[src/rtl/wb_exc_commit_if.sv]
// wb_exc_commit_if: MEM-to-WB retire bundle with valid/allowin handshake
interface wb_exc_commit_if #(parameter int RF_AW = 5);
  logic             ms_to_ws_valid;
  logic             ws_allowin;
  logic [31:0]      ms_pc;
  logic [5:0]       ms_exc;
  logic [31:0]      ms_vaddr;
  logic             ms_ertn;
  logic             ms_csr_re;
  logic             ms_csr_we;
  logic [13:0]      ms_csr_num;
  logic [31:0]      ms_csr_wmask;
  logic [31:0]      ms_csr_wvalue;
  logic             ms_rf_we;
  logic [RF_AW-1:0] ms_rf_waddr;
  logic [31:0]      ms_rf_wdata;
  modport master (
    output ms_to_ws_valid, ms_pc, ms_exc, ms_vaddr, ms_ertn, ms_csr_re, ms_csr_we,
           ms_csr_num, ms_csr_wmask, ms_csr_wvalue, ms_rf_we, ms_rf_waddr, ms_rf_wdata,
    input  ws_allowin
  );
  modport slave (
    input  ms_to_ws_valid, ms_pc, ms_exc, ms_vaddr, ms_ertn, ms_csr_re, ms_csr_we,
           ms_csr_num, ms_csr_wmask, ms_csr_wvalue, ms_rf_we, ms_rf_waddr, ms_rf_wdata,
    output ws_allowin
  );
endinterface

[src/rtl/wb_exc_commit.sv]
// wb_exc_commit: writeback stage resolving exceptions/ERTN and holding the pre-IF redirect
module wb_exc_commit #(
  parameter int          RF_AW    = 5,
  parameter logic [31:0] PC_RESET = 32'h1c000000
) (
  input  logic             clk,
  input  logic             reset,
  wb_exc_commit_if.slave   ms,
  input  logic [31:0]      csr_rvalue,
  input  logic [31:0]      ex_entry,
  input  logic [31:0]      ertn_entry,
  output logic [13:0]      csr_num,
  output logic             csr_we,
  output logic [31:0]      csr_wmask,
  output logic [31:0]      csr_wvalue,
  output logic             csr_re,
  output logic             wb_ex,
  output logic [5:0]       wb_ecode,
  output logic [8:0]       wb_esubcode,
  output logic [31:0]      wb_vaddr,
  output logic [31:0]      wb_pc,
  output logic             ertn_flush,
  output logic             ws_flush,
  output logic             redir_valid,
  input  logic             redir_ready,
  output logic [31:0]      redir_target,
  output logic             rf_we,
  output logic [RF_AW-1:0] rf_waddr,
  output logic [31:0]      rf_wdata,
  output logic [31:0]      debug_wb_pc
);
  logic             ws_valid_q, ws_valid_d, redir_valid_q, redir_valid_d;
  logic [31:0]      redir_target_q, redir_target_d, debug_pc_q;
  logic [31:0]      ws_pc_q, ws_vaddr_q, ws_csr_wmask_q, ws_csr_wvalue_q, ws_rf_wdata_q;
  logic [5:0]       ws_exc_q;
  logic             ws_ertn_q, ws_csr_re_q, ws_csr_we_q, ws_rf_we_q;
  logic [13:0]      ws_csr_num_q;
  logic [RF_AW-1:0] ws_rf_waddr_q;
  logic             live, has_exc, commit_ok;
  // wrong-path instructions behind an unaccepted redirect never commit
  always_comb begin
    live           = ws_valid_q & ~redir_valid_q;
    has_exc        = |ws_exc_q;
    commit_ok      = live & ~has_exc;
    wb_ex          = live & has_exc;
    ertn_flush     = commit_ok & ws_ertn_q;
    ws_flush       = wb_ex | ertn_flush | redir_valid_q;
    ms.ws_allowin  = 1'b1;
    ws_valid_d     = ms.ms_to_ws_valid & ms.ws_allowin & ~ws_flush;
    wb_ecode       = ~wb_ex       ? 6'h00 :
                     ws_exc_q[5]  ? 6'h00 :
                     ws_exc_q[4]  ? 6'h08 :
                     ws_exc_q[3]  ? 6'h0D :
                     ws_exc_q[2]  ? 6'h0B :
                     ws_exc_q[1]  ? 6'h0C : 6'h09;
    wb_esubcode    = 9'h0;
    wb_vaddr       = (~wb_ex | ws_exc_q[5]) ? 32'h0 :
                     ws_exc_q[4]  ? ws_pc_q :
                     |ws_exc_q[3:1] ? 32'h0 : ws_vaddr_q;
    wb_pc          = ws_pc_q;
    csr_num        = ws_csr_num_q;
    csr_we         = commit_ok & ws_csr_we_q;
    csr_re         = commit_ok & ws_csr_re_q;
    csr_wmask      = ws_csr_wmask_q;
    csr_wvalue     = ws_csr_wvalue_q;
    rf_we          = commit_ok & ws_rf_we_q;
    rf_waddr       = ws_rf_waddr_q;
    rf_wdata       = csr_re ? csr_rvalue : ws_rf_wdata_q;
    redir_valid_d  = wb_ex | ertn_flush | (redir_valid_q & ~redir_ready);
    redir_target_d = wb_ex ? ex_entry : ertn_flush ? ertn_entry : redir_target_q;
    redir_valid    = redir_valid_q;
    redir_target   = redir_target_q;
    debug_wb_pc    = debug_pc_q;
  end
  always_ff @(posedge clk) begin
    if (reset) begin
      ws_valid_q      <= 1'b0;
      redir_valid_q   <= 1'b0;
      redir_target_q  <= 32'h0;
      debug_pc_q      <= PC_RESET;
      ws_pc_q         <= 32'h0;
      ws_exc_q        <= 6'h0;
      ws_vaddr_q      <= 32'h0;
      ws_ertn_q       <= 1'b0;
      ws_csr_re_q     <= 1'b0;
      ws_csr_we_q     <= 1'b0;
      ws_csr_num_q    <= 14'h0;
      ws_csr_wmask_q  <= 32'h0;
      ws_csr_wvalue_q <= 32'h0;
      ws_rf_we_q      <= 1'b0;
      ws_rf_waddr_q   <= '0;
      ws_rf_wdata_q   <= 32'h0;
    end else begin
      ws_valid_q      <= ws_valid_d;
      redir_valid_q   <= redir_valid_d;
      redir_target_q  <= redir_target_d;
      if (ws_valid_d) begin
        debug_pc_q      <= ms.ms_pc;
        ws_pc_q         <= ms.ms_pc;
        ws_exc_q        <= ms.ms_exc;
        ws_vaddr_q      <= ms.ms_vaddr;
        ws_ertn_q       <= ms.ms_ertn;
        ws_csr_re_q     <= ms.ms_csr_re;
        ws_csr_we_q     <= ms.ms_csr_we;
        ws_csr_num_q    <= ms.ms_csr_num;
        ws_csr_wmask_q  <= ms.ms_csr_wmask;
        ws_csr_wvalue_q <= ms.ms_csr_wvalue;
        ws_rf_we_q      <= ms.ms_rf_we;
        ws_rf_waddr_q   <= ms.ms_rf_waddr;
        ws_rf_wdata_q   <= ms.ms_rf_wdata;
      end
    end
  end
endmodule
[src/flat_wrapper.sv]
// flat-port wrapper written by rule: the top's interface ports become plain ports
module wb_exc_commit_flat 
#(
  parameter int          RF_AW    = 5,
  parameter logic [31:0] PC_RESET = 32'h1c000000
)
  (clk, reset, csr_rvalue, ex_entry, ertn_entry, csr_num, csr_we, csr_wmask, csr_wvalue, csr_re, wb_ex, wb_ecode, wb_esubcode, wb_vaddr, wb_pc, ertn_flush, ws_flush, redir_valid, redir_ready, redir_target, rf_we, rf_waddr, rf_wdata, debug_wb_pc, ms_ms_to_ws_valid, ms_ms_pc, ms_ms_exc, ms_ms_vaddr, ms_ms_ertn, ms_ms_csr_re, ms_ms_csr_we, ms_ms_csr_num, ms_ms_csr_wmask, ms_ms_csr_wvalue, ms_ms_rf_we, ms_ms_rf_waddr, ms_ms_rf_wdata, ms_ws_allowin);
  wb_exc_commit_if #(.RF_AW(RF_AW)) ms_i ();
  input  logic clk;
  input  logic reset;
  input  logic [31:0] csr_rvalue;
  input  logic [31:0] ex_entry;
  input  logic [31:0] ertn_entry;
  output logic [13:0] csr_num;
  output logic csr_we;
  output logic [31:0] csr_wmask;
  output logic [31:0] csr_wvalue;
  output logic csr_re;
  output logic wb_ex;
  output logic [5:0] wb_ecode;
  output logic [8:0] wb_esubcode;
  output logic [31:0] wb_vaddr;
  output logic [31:0] wb_pc;
  output logic ertn_flush;
  output logic ws_flush;
  output logic redir_valid;
  input  logic redir_ready;
  output logic [31:0] redir_target;
  output logic rf_we;
  output logic [RF_AW-1:0] rf_waddr;
  output logic [31:0] rf_wdata;
  output logic [31:0] debug_wb_pc;
  input wire logic [$bits(ms_i.ms_to_ws_valid)-1:0] ms_ms_to_ws_valid;
  input wire logic [$bits(ms_i.ms_pc)-1:0] ms_ms_pc;
  input wire logic [$bits(ms_i.ms_exc)-1:0] ms_ms_exc;
  input wire logic [$bits(ms_i.ms_vaddr)-1:0] ms_ms_vaddr;
  input wire logic [$bits(ms_i.ms_ertn)-1:0] ms_ms_ertn;
  input wire logic [$bits(ms_i.ms_csr_re)-1:0] ms_ms_csr_re;
  input wire logic [$bits(ms_i.ms_csr_we)-1:0] ms_ms_csr_we;
  input wire logic [$bits(ms_i.ms_csr_num)-1:0] ms_ms_csr_num;
  input wire logic [$bits(ms_i.ms_csr_wmask)-1:0] ms_ms_csr_wmask;
  input wire logic [$bits(ms_i.ms_csr_wvalue)-1:0] ms_ms_csr_wvalue;
  input wire logic [$bits(ms_i.ms_rf_we)-1:0] ms_ms_rf_we;
  input wire logic [$bits(ms_i.ms_rf_waddr)-1:0] ms_ms_rf_waddr;
  input wire logic [$bits(ms_i.ms_rf_wdata)-1:0] ms_ms_rf_wdata;
  output wire logic [$bits(ms_i.ws_allowin)-1:0] ms_ws_allowin;
  assign ms_i.ms_to_ws_valid = ms_ms_to_ws_valid;
  assign ms_i.ms_pc = ms_ms_pc;
  assign ms_i.ms_exc = ms_ms_exc;
  assign ms_i.ms_vaddr = ms_ms_vaddr;
  assign ms_i.ms_ertn = ms_ms_ertn;
  assign ms_i.ms_csr_re = ms_ms_csr_re;
  assign ms_i.ms_csr_we = ms_ms_csr_we;
  assign ms_i.ms_csr_num = ms_ms_csr_num;
  assign ms_i.ms_csr_wmask = ms_ms_csr_wmask;
  assign ms_i.ms_csr_wvalue = ms_ms_csr_wvalue;
  assign ms_i.ms_rf_we = ms_ms_rf_we;
  assign ms_i.ms_rf_waddr = ms_ms_rf_waddr;
  assign ms_i.ms_rf_wdata = ms_ms_rf_wdata;
  assign ms_ws_allowin = ms_i.ws_allowin;
  wb_exc_commit #(.RF_AW(RF_AW), .PC_RESET(PC_RESET)) u_core (.clk(clk), .reset(reset), .ms(ms_i), .csr_rvalue(csr_rvalue), .ex_entry(ex_entry), .ertn_entry(ertn_entry), .csr_num(csr_num), .csr_we(csr_we), .csr_wmask(csr_wmask), .csr_wvalue(csr_wvalue), .csr_re(csr_re), .wb_ex(wb_ex), .wb_ecode(wb_ecode), .wb_esubcode(wb_esubcode), .wb_vaddr(wb_vaddr), .wb_pc(wb_pc), .ertn_flush(ertn_flush), .ws_flush(ws_flush), .redir_valid(redir_valid), .redir_ready(redir_ready), .redir_target(redir_target), .rf_we(rf_we), .rf_waddr(rf_waddr), .rf_wdata(rf_wdata), .debug_wb_pc(debug_wb_pc));
endmodule
[config.mk]
export PLATFORM = sky130hd
export DESIGN_NAME = wb_exc_commit_flat
export DESIGN_NICKNAME = d
export VERILOG_FILES = /design/src/rtl/wb_exc_commit_if.sv /design/src/rtl/wb_exc_commit.sv /design/src/flat_wrapper.sv
export SDC_FILE = /design/constraint.sdc
export NUM_CORES = 1
export LEC_CHECK = 0
export CORE_AREA = 5 5 215 217
export CTS_CLUSTER_SIZE = 25
export DETAILED_ROUTE_END_ITERATION = 8
export DIE_AREA = 0 0 220 222
export PLACE_DENSITY = 0.63
export RECOVER_POWER = 100
export SLEW_MARGIN = 20
export SYNTH_ARGS = -nofsm -noshare
export SYNTH_HDL_FRONTEND = slang
export SYNTH_SLANG_ARGS = --single-unit
[constraint.sdc]
create_clock -name clk -period 1.7 [get_ports clk]
set_input_delay 0.17 -clock clk [delete_from_list [all_inputs] [get_ports clk]]
set_output_delay 0.17 -clock clk [all_outputs]
set_load 0.005 [all_outputs]
==> flow_metrics.env <==
export IMPL_dp_slack_ns=-0.649
export IMPL_switching_share_pct=28.6
export IMPL_nFillCells=4240
export IMPL_slew_headroom_pct=64.0
export IMPL_mostFrequentLayoutCells="clkdlybuf4s50_1, dfxtp_1, o21ai_0"
export IMPL_grt_overflow_total=0
export IMPL_violations="negative setup slack"
export IMPL_routabilityCongestion=0.869
export IMPL_drtIter0Drc=787
export IMPL_drtPass1Iterations=5
export IMPL_yosys_area_top_type_share_pct=45.1
export IMPL_clkTransAtPathRegs_ns=0.06
export IMPL_avgSynthCellArea_um2=8.06
export IMPL_finClkSkew_ns=0.0169
export IMPL_power_switching_w=0.00497
export IMPL_grt_pass1_wl_um=75800
export IMPL_arrival_ns=2.60
export IMPL_regArea_um2=4530
export IMPL_diodes=0
export IMPL_cts_root_buf="clkbuf_16"
export IMPL_setup_viol=309
export IMPL_grt_max_degree=82
export IMPL_intPower_w=0.0124
export IMPL_clock_latency_ns=0.54
export IMPL_dp_cells=2307
export IMPL_grt_total_usage_pct=19.6
export IMPL_layout_cells_non_filler=2435
export IMPL_port_buffers=542
export IMPL_area_growth_synth_to_final_pct=101
export IMPL_holdWs_ns=0.0743
export IMPL_synth_area_leaders="dfxtp_1, a21oi_1, nand3_1"
export IMPL_first_global_vias=12400
export IMPL_seqPwrFrac_pct=34.5
export IMPL_final_common_cell="clkdlybuf4s50_1"
export IMPL_vias_per_cell=4.98
export IMPL_syn_inst=1243
export IMPL_wl_per_cell_um=21.6
export IMPL_synthDominantAreaCellType="dfxtp_1"
export IMPL_drc=0
export IMPL_netlist_area_um2=10000
export IMPL_r2r_slack_ns=-0.81
export IMPL_floorplan_initialDensity_pct=22.8
export IMPL_finalHoldViolCount=0
export IMPL_p_leak_nw=7.74
export IMPL_fmax_mhz=361
export IMPL_cts_tree="built"
export IMPL_dieArea_um2=48800
export IMPL_critPathLaunchType="flop"
export IMPL_worstMarginPinSlew_ns=0.540
export IMPL_fin_crit_ns=2.77
export IMPL_multiInputGateArea_um2=5990
export IMPL_clkPwrFrac_pct=35.9
export IMPL_die_h_um=222
export IMPL_post_dp_hpwl_um=35000
export IMPL_drive_gt1_share_pct=32.1
export IMPL_combPwrFrac_pct=29.6
export IMPL_outcome="finished, violations left"
export IMPL_critPathKind="reg -> out"
export IMPL_ioPinCount=555
export IMPL_total_power_w=0.0174
export IMPL_fin_nets=2112
export IMPL_cp_data_required_time_ns=1.53
export IMPL_std_cell_rows=77
export IMPL_synth_seq_cells=226
export IMPL_end_kind="primary output"
export IMPL_antenna_found_initial=1
export IMPL_clock_sinks=226
export IMPL_fin_crit_sh_pct=163
export IMPL_peakVddDrop_mv=0.583
export IMPL_vias=12100
export IMPL_clockBufferDepth=3
export IMPL_die_w_um=220
export IMPL_synthDistinctLibCells=32
export IMPL_cts_buffers=27
export IMPL_ys_warn_count=0
export IMPL_maxSlewViolCount=0
export IMPL_postRouteAntennaNets=0
export IMPL_seq_area_frac_synth_pct=45.1
export IMPL_crit_fanout=6
export IMPL_fin_util_pct=45.8
export IMPL_hold_path_class="in -> reg"
export IMPL_h_tree_depth=1
export IMPL_wl_um=52600
export IMPL_setup_ws_ns=-1.07
export IMPL_p_per_area_nw_per_um2=866
export IMPL_cap_violations=0
export IMPL_rsz0062_at_grt="yes"
export IMPL_design_core_area_um2=43900
==> metrics by stage <==
step / instance area, um2 / TNS (ns)
after global placement: 17200 / -115.67
final: 20100 / -214.15
after global routing: 20100 / -234.17
after detailed placement: 17200 / -122.44
after CTS: 19300 / -187.47
after floorplan: 11000 / -31.78
==> path summary, 6_finish.rpt <==
kind	from	end	depth (start not counted)
min reg2reg	u_core.csr_wmask[8]	u_core.csr_wmask[8]	2
min	reset	u_core.redir_valid	2
max	u_core.ws_exc_q[2]	rf_wdata[22]	8
max reg2reg	u_core.ws_exc_q[2]	u_core.ws_vaddr_q[12]	12
==> per-layer routing <==
layer | routed length (um) | track usage, %
met1 | 21000 | 24.1
met2 | 25500 | 33.2
met3 | 4530 | 5.33
met4 | 1510 | 6.08
met5 | 12 | 0
==> power by group through the flow <==
stage / Sequential, W / Combinational (W) / Clock [W]
after global routing: 0.00605 / 0.00548 / 0.00660
after floorplan: 0.00606 / 0.00180 / 0
after global placement: 0.00610 / 0.00406 / 0
after detailed placement: 0.00611 / 0.00411 / 0
after CTS: 0.00600 / 0.00488 / 0.00635
final: 0.00601 / 0.00515 / 0.00625
==> kinds of logic after synthesis <==
logic type      after synthesis  share of synthesized area, %
buf+inv                     188                          9.20
simple gates                374                          19.7
compound gates              421                          22.3
flops                       226                          45.1
other cells                   2                        0.0749
mux                          32                          3.60
==> worst max-delay path, cell delays in order (launching register included) <==
cell	delay (ns)
dfxtp_2	0.32
or4_4	0.55
nor3_4	0.22
nand3_4	0.17
buf_6	0.17
buf_12	0.12
buf_4	0.13
mux2_2	0.27
clkbuf_2	0.12
==> synthesized netlist by cell type (all sizes together) <==
master / count
or2: 1
nor2: 67
o21ai: 191
nand3: 187
nor3b: 1
a221o: 3
a21boi: 1
or4: 1
nor3: 37
a2111oi: 1
nor4: 33
o41ai: 1
inv: 4
nor4b: 31
or3: 1
conb: 2
and2: 3
nand2b: 2
a22oi: 32
mux2: 32
nand3b: 1
and3: 3
a21oi: 192
buf: 73
nand2: 4
nor2b: 2
dfxtp: 226
clkbuf: 111
==> layout make-up <==
cell class                 count  area share [%]
timing repair buffer         725            39.2
inverter                       4          0.0747
tap                          592            3.69
multi-input combinational    839            29.8
sequential                   226            22.5
clock inverter                13           0.971
clock buffer                  36            3.78
==> registers in the layout (all words and copies together) (netlist names), 3 cells and up <==
| register | count |
|---|---|
| u_core.debug_wb_pc | 3 |
| u_core.wb_pc | 32 |
| u_core.ws_exc_q | 6 |
| u_core.ws_vaddr_q | 32 |
| u_core.csr_num | 14 |
| u_core.rf_waddr | 5 |
| u_core.redir_target | 32 |
| u_core.ws_rf_wdata_q | 32 |
| u_core.csr_wvalue | 32 |
| u_core.csr_wmask | 32 |
==> repair_timing <==
item | in CTS | in global routing
setup endpoints to repair | 317 | 337
setup buffers | 22 | 32
pin swaps | 10 | 59
hold buffers | 0 | 0
gates cloned | 21 | 12
resized for setup | 161 | 268
(Power assumes the default switching activity.)
